`config.mk`:
```
export PLATFORM = sky130hd
export DESIGN_NAME = dds_sweep
export DESIGN_NICKNAME = d
export VERILOG_FILES = /design/src/rtl/dds_sweep.sv
export SDC_FILE = /design/constraint.sdc
export NUM_CORES = 1
export LEC_CHECK = 0
export ABC_AREA = 1
export BUFFER_PORTS_ARGS = -buffer_cell sky130_fd_sc_hd__buf_2
export CAP_MARGIN = 20
export CORE_ASPECT_RATIO = 0.7
export CORE_MARGIN = 8
export CORE_UTILIZATION = 25
export CTS_CLUSTER_SIZE = 8
export DETAILED_ROUTE_END_ITERATION = 8
export GPL_ROUTABILITY_DRIVEN = 0
export SLEW_MARGIN = 25
export SYNTH_ARGS = -nofsm -noshare
export SYNTH_HDL_FRONTEND = slang
export SYNTH_SLANG_ARGS = --single-unit
```
`constraint.sdc`:
```
create_clock -name clk -period 10.2 [get_ports clk]
set_input_delay 1.02 -clock clk [delete_from_list [all_inputs] [get_ports clk]]
set_output_delay 1.02 -clock clk [all_outputs]
set_load 0.005 [all_outputs]
```
`src/rtl/dds_sweep.sv`:
```
// Direct digital synthesiser: phase accumulator, external table lookup, shape/scale stages and a linear sweep engine.
// Samples are offset binary; q follows tbl_addr by two cycles, and register writes take effect on the next cycle.
module dds_sweep #(
  parameter int AW = 8,
  parameter int DW = 8,
  parameter int PW = 32
) (
  input  logic          clk,
  input  logic          rst,
  input  logic          cfg_we,
  input  logic [2:0]    cfg_addr,
  input  logic [31:0]   cfg_wdata,
  input  logic          sync,
  input  logic [DW-1:0] tbl_data,
  output logic [AW-1:0] tbl_addr,
  output logic [DW-1:0] q,
  output logic          wrap,
  output logic          sweep_busy,
  output logic [PW-1:0] cur_inc
);

  localparam logic [DW-1:0] MID = {1'b1, {(DW-1){1'b0}}};
  localparam int PRW = 2*DW + 2;

  typedef enum logic [1:0] {S_IDLE, S_RUN, S_DONE} state_t;

  logic [5:0]    r_ctrl;
  logic [PW-1:0] r_freq;
  logic [PW-1:0] r_ofs;
  logic [DW:0]   r_amp;
  logic [PW-1:0] r_step;
  logic [PW-1:0] r_end;
  logic [15:0]   r_div;

  logic [PW-1:0] r_phase;
  logic [PW-1:0] r_inc;
  logic [15:0]   r_presc;
  logic          r_reload;
  state_t        r_state;
  logic [DW-1:0] r_slice;
  logic [DW-1:0] r_slice_d;

  logic          w_wr_ctrl;
  logic          w_wr_freq;
  logic          w_wr_end;
  logic [PW-1:0] w_freq_nxt;
  logic [PW-1:0] w_end_nxt;
  logic [PW-1:0] w_sum;
  logic [DW-1:0] w_tri;
  logic [DW-1:0] w_shape;
  logic [DW-1:0] w_s;
  logic signed [DW-1:0]  w_x;
  logic signed [PRW-1:0] w_prod;
  logic signed [PRW-1:0] w_shift;
  logic [PRW-DW:0]       w_hi;
  logic [DW-1:0]         w_y;
  logic signed [PW+1:0]  w_n;
  logic signed [PW+1:0]  w_end_ext;
  logic                  w_hit;
  state_t        w_state_nxt;
  logic [PW-1:0] w_inc_nxt;
  logic [15:0]   w_presc_nxt;
  logic          w_reload_nxt;
  logic          w_unused;

  assign w_wr_ctrl  = cfg_we && (cfg_addr == 3'd0);
  assign w_wr_freq  = cfg_we && (cfg_addr == 3'd1);
  assign w_wr_end   = cfg_we && (cfg_addr == 3'd5);
  assign w_freq_nxt = w_wr_freq ? cfg_wdata[PW-1:0] : r_freq;
  assign w_end_nxt  = w_wr_end ? cfg_wdata[PW-1:0] : r_end;

  always_ff @(posedge clk or posedge rst) begin
    if (rst) begin
      r_ctrl <= '0;
      r_freq <= '0;
      r_ofs  <= '0;
      r_amp  <= {1'b1, {DW{1'b0}}};
      r_step <= '0;
      r_end  <= '0;
      r_div  <= '0;
    end else if (cfg_we) begin
      case (cfg_addr)
        3'd0:    r_ctrl <= cfg_wdata[5:0];
        3'd1:    r_freq <= cfg_wdata[PW-1:0];
        3'd2:    r_ofs  <= cfg_wdata[PW-1:0];
        3'd3:    r_amp  <= cfg_wdata[DW:0];
        3'd4:    r_step <= cfg_wdata[PW-1:0];
        3'd5:    r_end  <= cfg_wdata[PW-1:0];
        3'd6:    r_div  <= cfg_wdata[15:0];
        default: ;
      endcase
    end
  end

  assign w_sum = r_phase + r_ofs;

  always_comb begin
    w_tri = {r_slice_d[DW-2:0], 1'b0};
    case (r_ctrl[3:2])
      2'd0:    w_shape = tbl_data;
      2'd1:    w_shape = {DW{~r_slice_d[DW-1]}};
      2'd2:    w_shape = r_slice_d;
      default: w_shape = r_slice_d[DW-1] ? ~w_tri : w_tri;
    endcase
    w_s = r_ctrl[1] ? ~w_shape : w_shape;
  end

  // Signed scale; anything outside the DW-bit signed range saturates.
  assign w_x     = $signed(w_s ^ MID);
  assign w_prod  = w_x * $signed({1'b0, r_amp});
  assign w_shift = w_prod >>> DW;
  assign w_hi    = w_shift[PRW-1:DW-1];
  always_comb begin
    if ((&w_hi) || !(|w_hi)) begin
      w_y = w_shift[DW-1:0];
    end else if (w_shift[PRW-1]) begin
      w_y = {1'b1, {(DW-1){1'b0}}};
    end else begin
      w_y = {1'b0, {(DW-1){1'b1}}};
    end
  end

  always_ff @(posedge clk or posedge rst) begin
    if (rst) begin
      r_phase   <= '0;
      wrap      <= 1'b0;
      tbl_addr  <= '0;
      r_slice   <= '0;
      r_slice_d <= '0;
      q         <= MID;
    end else begin
      if (sync) begin
        r_phase <= '0;
        wrap    <= 1'b0;
      end else begin
        {wrap, r_phase} <= {1'b0, r_phase} + {1'b0, r_inc};
      end
      tbl_addr  <= w_sum[PW-1 -: AW];
      r_slice   <= w_sum[PW-1 -: DW];
      r_slice_d <= r_slice;
      q         <= r_ctrl[0] ? (w_y ^ MID) : MID;
    end
  end

  // Sweep step computed two bits wider so the end comparison cannot wrap.
  assign w_n       = $signed({2'b00, r_inc}) + $signed({{2{r_step[PW-1]}}, r_step});
  assign w_end_ext = $signed({2'b00, r_end});
  assign w_hit     = r_step[PW-1] ? (w_n <= w_end_ext) : (w_n >= w_end_ext);

  always_ff @(posedge clk or posedge rst) begin
    if (rst) begin
      r_state  <= S_IDLE;
      r_inc    <= '0;
      r_presc  <= '0;
      r_reload <= 1'b0;
    end else begin
      r_state  <= w_state_nxt;
      r_inc    <= w_inc_nxt;
      r_presc  <= w_presc_nxt;
      r_reload <= w_reload_nxt;
    end
  end

  always_comb begin
    w_state_nxt  = r_state;
    w_inc_nxt    = r_inc;
    w_presc_nxt  = r_presc;
    w_reload_nxt = r_reload;
    case (r_state)
      S_IDLE: begin
        w_inc_nxt = w_freq_nxt;
        if (w_wr_ctrl && cfg_wdata[4]) begin
          w_state_nxt  = S_RUN;
          w_inc_nxt    = r_freq;
          w_presc_nxt  = '0;
          w_reload_nxt = 1'b0;
        end
      end
      S_RUN: begin
        if (w_wr_ctrl && !cfg_wdata[4]) begin
          w_state_nxt = S_IDLE;
          w_inc_nxt   = r_freq;
        end else if (w_wr_ctrl || w_wr_freq) begin
          w_inc_nxt    = w_freq_nxt;
          w_presc_nxt  = '0;
          w_reload_nxt = 1'b0;
        end else if (r_presc == r_div) begin
          w_presc_nxt = '0;
          if (r_reload) begin
            w_inc_nxt    = r_freq;
            w_reload_nxt = 1'b0;
          end else if (w_hit) begin
            w_inc_nxt = r_end;
            if (r_ctrl[5]) begin
              w_reload_nxt = 1'b1;
            end else begin
              w_state_nxt = S_DONE;
            end
          end else begin
            w_inc_nxt = w_n[PW-1:0];
          end
        end else begin
          w_presc_nxt = r_presc + 16'd1;
        end
      end
      S_DONE: begin
        w_inc_nxt = w_end_nxt;
        if (w_wr_ctrl) begin
          w_state_nxt  = cfg_wdata[4] ? S_RUN : S_IDLE;
          w_inc_nxt    = r_freq;
          w_presc_nxt  = '0;
          w_reload_nxt = 1'b0;
        end
      end
      default: w_state_nxt = S_IDLE;
    endcase
  end

  assign cur_inc    = r_inc;
  assign sweep_busy = (r_state == S_RUN);
  assign w_unused   = ^{w_sum, r_ctrl[4]};

endmodule

```
-- Word level (Yosys, flattened, before mapping)
Cells that the tools add are included.
- multipliers: 1
- magnitude comparators: 2
- add/subtract/negate cells: 4
- reductions and logical operators: 26
- muxes and demuxes: 44
- eq/ne operators: 21
- bitwise gates (word level): 5
- operator list (kind ; number):
    2-to-1 mux 32 bit ; 10
    one-hot mux 32 bit (3 select lines) ; 1
    2-to-1 mux 16 bit ; 5
    one-hot mux 16 bit (3 select lines) ; 1
    2-to-1 mux 8 bit ; 5
    adder 33 x 32 -> 34 bit ; 1
    greater-or-equal comparator 34 x 33 -> 1 bit ; 1
    <= comparator 34 x 33 -> 1 bit ; 1
    adder 32 x 32 -> 33 bit ; 1
    adder 32 bit ; 1
    one-hot mux 8 bit (3 select lines) ; 1
    multiplier 8 x 10 -> 18 bit ; 1
    adder 16 x 1 -> 16 bit (second input constant) ; 1
    equality test 16 bit ; 1
    2-to-1 mux 2 bit ; 8
    inverter 8 bit ; 2
    AND reduction 2 bit ; 8
    2-to-1 mux 1 bit ; 11
    equality test 3 bit (second input constant) ; 3
    inequality test 3 x 1 -> 1 bit (second input constant) ; 3
    AND reduction 7 bit ; 1
    equality test 3 x 2 -> 1 bit (second input constant) ; 2
    inequality test 2 bit (second input constant) ; 3
    inequality test 3 x 2 -> 1 bit (second input constant) ; 2
    other kinds (18) ; 29
- register bits: 267

-- Logic depth before layout (Yosys ltp)
- depth in word-level cells: 13
- depth in mapped cells: 37

-- Least setup slack after synthesis
No wires, ideal clock.
- kind: input-to-reg
- start point: input tbl_data[7]
- end point: register q[4]
- setup slack: 3928 ps
- buffers on the path: 0
- stages on the path: 26
- data required time: 10080 ps
- library setup time: 120 ps
- data arrival time: 6152 ps
- path through: a221o_1 -> nand2_1 -> xor2_1 -> nor2_1 -> fa_1 -> inv_1 -> fa_1 -> inv_1 -> fa_1 -> inv_1 -> fa_1 -> inv_1 -> ha_1 -> a21o_1 -> a31oi_1 -> o311ai_0 -> nand2_1 -> nand2_1 -> nand2_1 -> nand2_1 -> xor2_1 -> nor2_1 -> a21oi_1 -> inv_1 -> o21ai_0 -> inv_1
- cells in the longest elaborated chain, start to end: 10
- ends and longest elaborated chain (what ; line ; RTL):
    start: declaration ; 14 ; input logic [DW-1:0] tbl_data,
    one-hot mux 8 bit (3 select lines) (*) ; 99 ; case (r_ctrl[3:2])
    inverter 8 bit ; 105 ; w_s = r_ctrl[1] ? ~w_shape : w_shape;
    2-to-1 mux 8 bit (*) ; 105 ;
    inverter 1 bit (no source line) (*) ; n/a ;
    multiplier 8 x 10 -> 18 bit (*) ; 110 ; assign w_prod = w_x * $signed({1'b0, r_amp});
    OR reduction 3 bit ; 114 ; if ((&w_hi) || !(|w_hi)) begin
    zero test 1 bit ; 114 ;
    logical OR 1 bit ; 114 ;
    2-to-1 mux 8 bit (*) ; 114 ;
    2-to-1 mux 8 bit (*) ; 141 ; q <= r_ctrl[0] ? (w_y ^ MID) : MID;
    end signal: assignment ; 141 ;
    end: declaration ; 16 ; output logic [DW-1:0] q,
Mark *: on every way between the ends. The rest lies on a longest branch, timed or not.
A chain may end at the register's enable or synchronous reset.

-- Final worst setup path
- start point: register r_ctrl[2]
- end point: register q[4]
- cells in the longest elaborated chain, start to end: 11
- ends and longest elaborated chain (what ; line ; RTL):
    start: declaration ; 27 ; logic [5:0] r_ctrl;
    start signal: assignment ; 83 ; 3'd0: r_ctrl <= cfg_wdata[5:0];
    equality test 2 bit (tied with other cells) ; 99 ;
    one-hot mux 8 bit (3 select lines) (*) ; 99 ;
    inverter 8 bit ; 105 ;
    2-to-1 mux 8 bit (*) ; 105 ;
    inverter 1 bit (no source line) ; n/a ;
    multiplier 8 x 10 -> 18 bit (*) ; 110 ;
    OR reduction 3 bit ; 114 ;
    zero test 1 bit ; 114 ;
    logical OR 1 bit ; 114 ;
    2-to-1 mux 8 bit (*) ; 114 ;
    2-to-1 mux 8 bit (*) ; 141 ;
Marks and branches as above.

==> metrics.md <==
| Metric | Value |
|---|---|
| Final period utilization | between 60% and 70% |
| CTS Sinks | around 270 |
| Commonest cells after routing, fill and taps aside | nand2_1, inv_1, nor2_1, dfrtp_1, o21ai_0 |
| Commonest non-fill, non-tap cell in the layout | nand2_1 |
| Post-synthesis async set-or-reset flop share | 100% |
| Leak Pwr | 0.0116 uW |
| Mapped Nets | between 2000 and 3000 |
| Library cells used by synthesis | 55 |
| Setup crit end kind | flop |
| Final core utilization | between 20 and 30% |
| Internal power | 4210 uW |
| Starting Density | 25.3% |
| Post-synth top flop | dfrtp_1 |
| Switching part of the total power | about half |
| Placed instance count | 3817 |
| Core Area | 79000 um2 |
| Origin of the critical flop-to-flop path | r_ctrl[2] |
| PostCTS Resize Cnt | 0 |
| Worst Max-Slew Pin Slew | 1.01 ns |
| Maximum vdd drop | 0.202 mV |
| Vias in the first global route | 17200 |
| GR Overflow Total | 0 |
| Total Power | just under 9000 uW |
| Yosys reg bits | approximately 270 |
| Post-detail-place hpwl | around 50 mm |
| Mapped Cells | 2722 |
| Htree depth | 2 |
| Fill count | approximately 8600 |
| Site Rows | 86 |
| Iteration-0 DRC Markers | 1485 |
| Min Tclk post-route | ~6.6 ns |
| Fin Setup TNS | 0 ns |
| Global-route wire length before repair | approximately 100 mm |
| Critical path class | reg -> reg |
| Fin worst setup slack | 3.62 ns |
| DR vias | between 15000 and 20000 |
| Largest net degree at the start of global routing | roughly 130 |
| Max-Cap Viols | 0 |
| Area delta synth->final | 14.2% |
| Final ANT Viol Nets | 0 |
| Worst path required time | between 10 and 15 ns |
| Layout Skew | around 0.036 ns |
| Post-Layout Cell Count | between 3000 and 4000 |
| Die X-Extent | 354 um |
| Min-Delay Startpoint | r_slice[3] |
| Crit Reg-Reg Endpoint | q[4] |
| Logic pwr share | around two thirds |
| Nets | approximately 3100 |
| Clock Tree Root | clkbuf_16 |
| Wire per inst | around 17 um |
| Flop pwr share | roughly a fifth |
| Die height | 253 um |
| Switching pwr | roughly 4500 uW |
| Synthesized area | 20000 um2 |
| Drt pass-1 iters | 5 |
| CP most frequent cell | inv_1 |
| CTS tree | done |
| I/O Pins | 97 |
| Seq/Total Area, Yosys | about 33% |
| Critical path's slowest cell | fa_1 |
| Worst slack, placed | 3.20 ns |
| DRT Wirelength | between 60 and 70 mm |
| Cell depth of the worst flop-to-flop path | 30 |
| Final Hold Vio Count | 0 |
| Overall global routing resource usage | 14.4% |
| Initial antenna violation count | 4 |
| Pwr dens | between 300 and 400 nW/um2 |
| Fmax | approximately 150 MHz |
| Final setup fails | 0 |
| Total CTS buffers | 40 |
| Worst endpoint data arrival time | roughly 7 ns |
| CP peak stage delay | approximately 0.55 ns |
| RSZ-0062 raised after global routing | false |
| Worst-path clk slew | approximately 0.06 ns |
| Slew HR | roughly a third |
| Final Slew Violations | 0 |
| CTS Hold Bufs | 0 |
| Reg2reg setup slack | 3.62 ns |
| Clock power share | between 10% and 20% |
| Run status | finished, final reports clean |
| Syn Area/Cell | ~7.3 um2 |
| M1 GR Usage | 21.0% |
| Die footprint | 89400 um2 |
| Crit start category | flop |
| Post-synth EDFFs | 0 |
| Crit Path Max Fanout | 7 |
| GR Util met3 | 3.42% |
| Post-CTS setup buffers | 0 |
| Hold EP | r_slice_d[3] |
| Synth warn | 0 |
| Clk Latency, worst-skew pair | ~0.58 ns |
| Share of cells above drive strength 1 | ~8% |
| GRT busiest layer | met2 |
| Met2 Usage GRT | 21.6% |
| Hold path depth | 0 |
| CTS max path bufs | 3 |
| Vias/cell | ~4.7 |
| # DRC | 0 |
| Hold WC Path Type | reg -> reg |
| Port Buffer Count | 96 |
==> cells in the mapped netlist (4+ instances only) <==
cell      number  share of area, %
a21o_1        13              0.49
a21oi_1      223               5.6
a221oi_1      16              0.70
a31oi_1       11              0.34
buf_1          5             0.094
buf_2          4              0.10
clkbuf_1      62               1.2
dfrtp_1      264                33
fa_1          43               4.3
ha_1         175                11
inv_1        382               7.2
inv_2         17              0.32
nand2_1      642                12
nand2_2       13              0.41
nand3_1       91               2.3
nand3_2        4              0.20
nand4_1       18              0.56
nor2_1       267               5.0
nor2_2         6              0.19
nor3_1        14              0.35
nor4_1        11              0.34
o21a_1        13              0.49
o21ai_0      244               6.1
o21ai_1       20              0.50
o21bai_1      24              0.90
o221ai_1       8              0.35
o22ai_1        7              0.22
or2_2          6              0.19
xnor2_1       37               1.6
xor2_1        40               1.8
==> per-layer routing <==
metal	vias to the layer above	share of wire, %
met4	2	2.0
met1	8433	48
met5	-	0.011
li1	8998	-
met2	559	42
met3	86	7.9
==> metrics by stage <==
| step | hold slack, ns | area [um2] |
|---|---|---|
| after floorplan | 0.376 | 20000 |
| after global placement | 0.387 | 21600 |
| after detailed placement | 0.384 | 21600 |
| after CTS | 0.410 | 22800 |
| after global routing | 0.424 | 22800 |
| final | 0.416 | 22800 |
==> flip-flops by register name, summed over array words and instances (netlist names) <==
| name | count |
|---|---|
| r_phase | 32 |
| r_ctrl | 5 |
| r_reload | 1 |
| r_step | 32 |
| r_presc | 16 |
| wrap | 1 |
| r_ofs | 32 |
| r_freq | 32 |
| r_div | 16 |
| r_state | 2 |
| cur_inc | 32 |
| q | 8 |
| r_slice_d | 8 |
| r_amp | 9 |
| r_end | 32 |
| r_slice | 8 |
==> logic make-up after synthesis <==
group,share of synthesized area (%)
flip-flops,33.3
AO/OA/AOI/OAI,16.8
AND/OR/NAND/NOR,22.2
XOR/XNOR,3.37
adder cells (fa/ha/maj),15.3
buffers and inverters,9.08
==> final cells by class <==
class	instances	area [um2]	area share, %
clock inverter	4	106	0.466
timing repair buffer	113	612	2.68
antenna	1	2.50	0.0110
tap	1056	1320	5.79
multi-input combinational	1980	11500	50.5
clock buffer	48	1070	4.69
sequential	266	6660	29.2
inverter	402	1520	6.67
==> critical path: cells and delay by family (launching register included) <==
family                     cells  cell delay (ns)
xor gates and xnor gates       2             0.78
AOI/OAI and AO/OA              6             1.37
and+or+nand+nor                9             1.13
buffers and inverters          8             0.63
adders and majority gates      5             2.15
DFF                            1             0.42
==> worst max-delay path by stage <==
stage,from,to,slack [ns]
2_1_floorplan,rst,cur_inc[0],1.86
3_3_place_gp,tbl_data[7],q[4],3.33
3_5_place_dp,tbl_data[7],q[4],3.20
4_1_cts,r_ctrl[2],q[4],3.65
5_1_grt,r_ctrl[2],q[4],3.09
6_report,r_ctrl[2],q[4],3.62
==> power groups by stage <==
stage	clock network (uW)	registers, uW	logic, uW
finish	1280	1690	5750
global route	1360	1730	6630
CTS	1320	1710	5730
detailed placement	0	1720	5680
global placement	0	1720	5630
floorplan	0	1560	4320
Note: power is estimated with default switching activity, not from simulation.
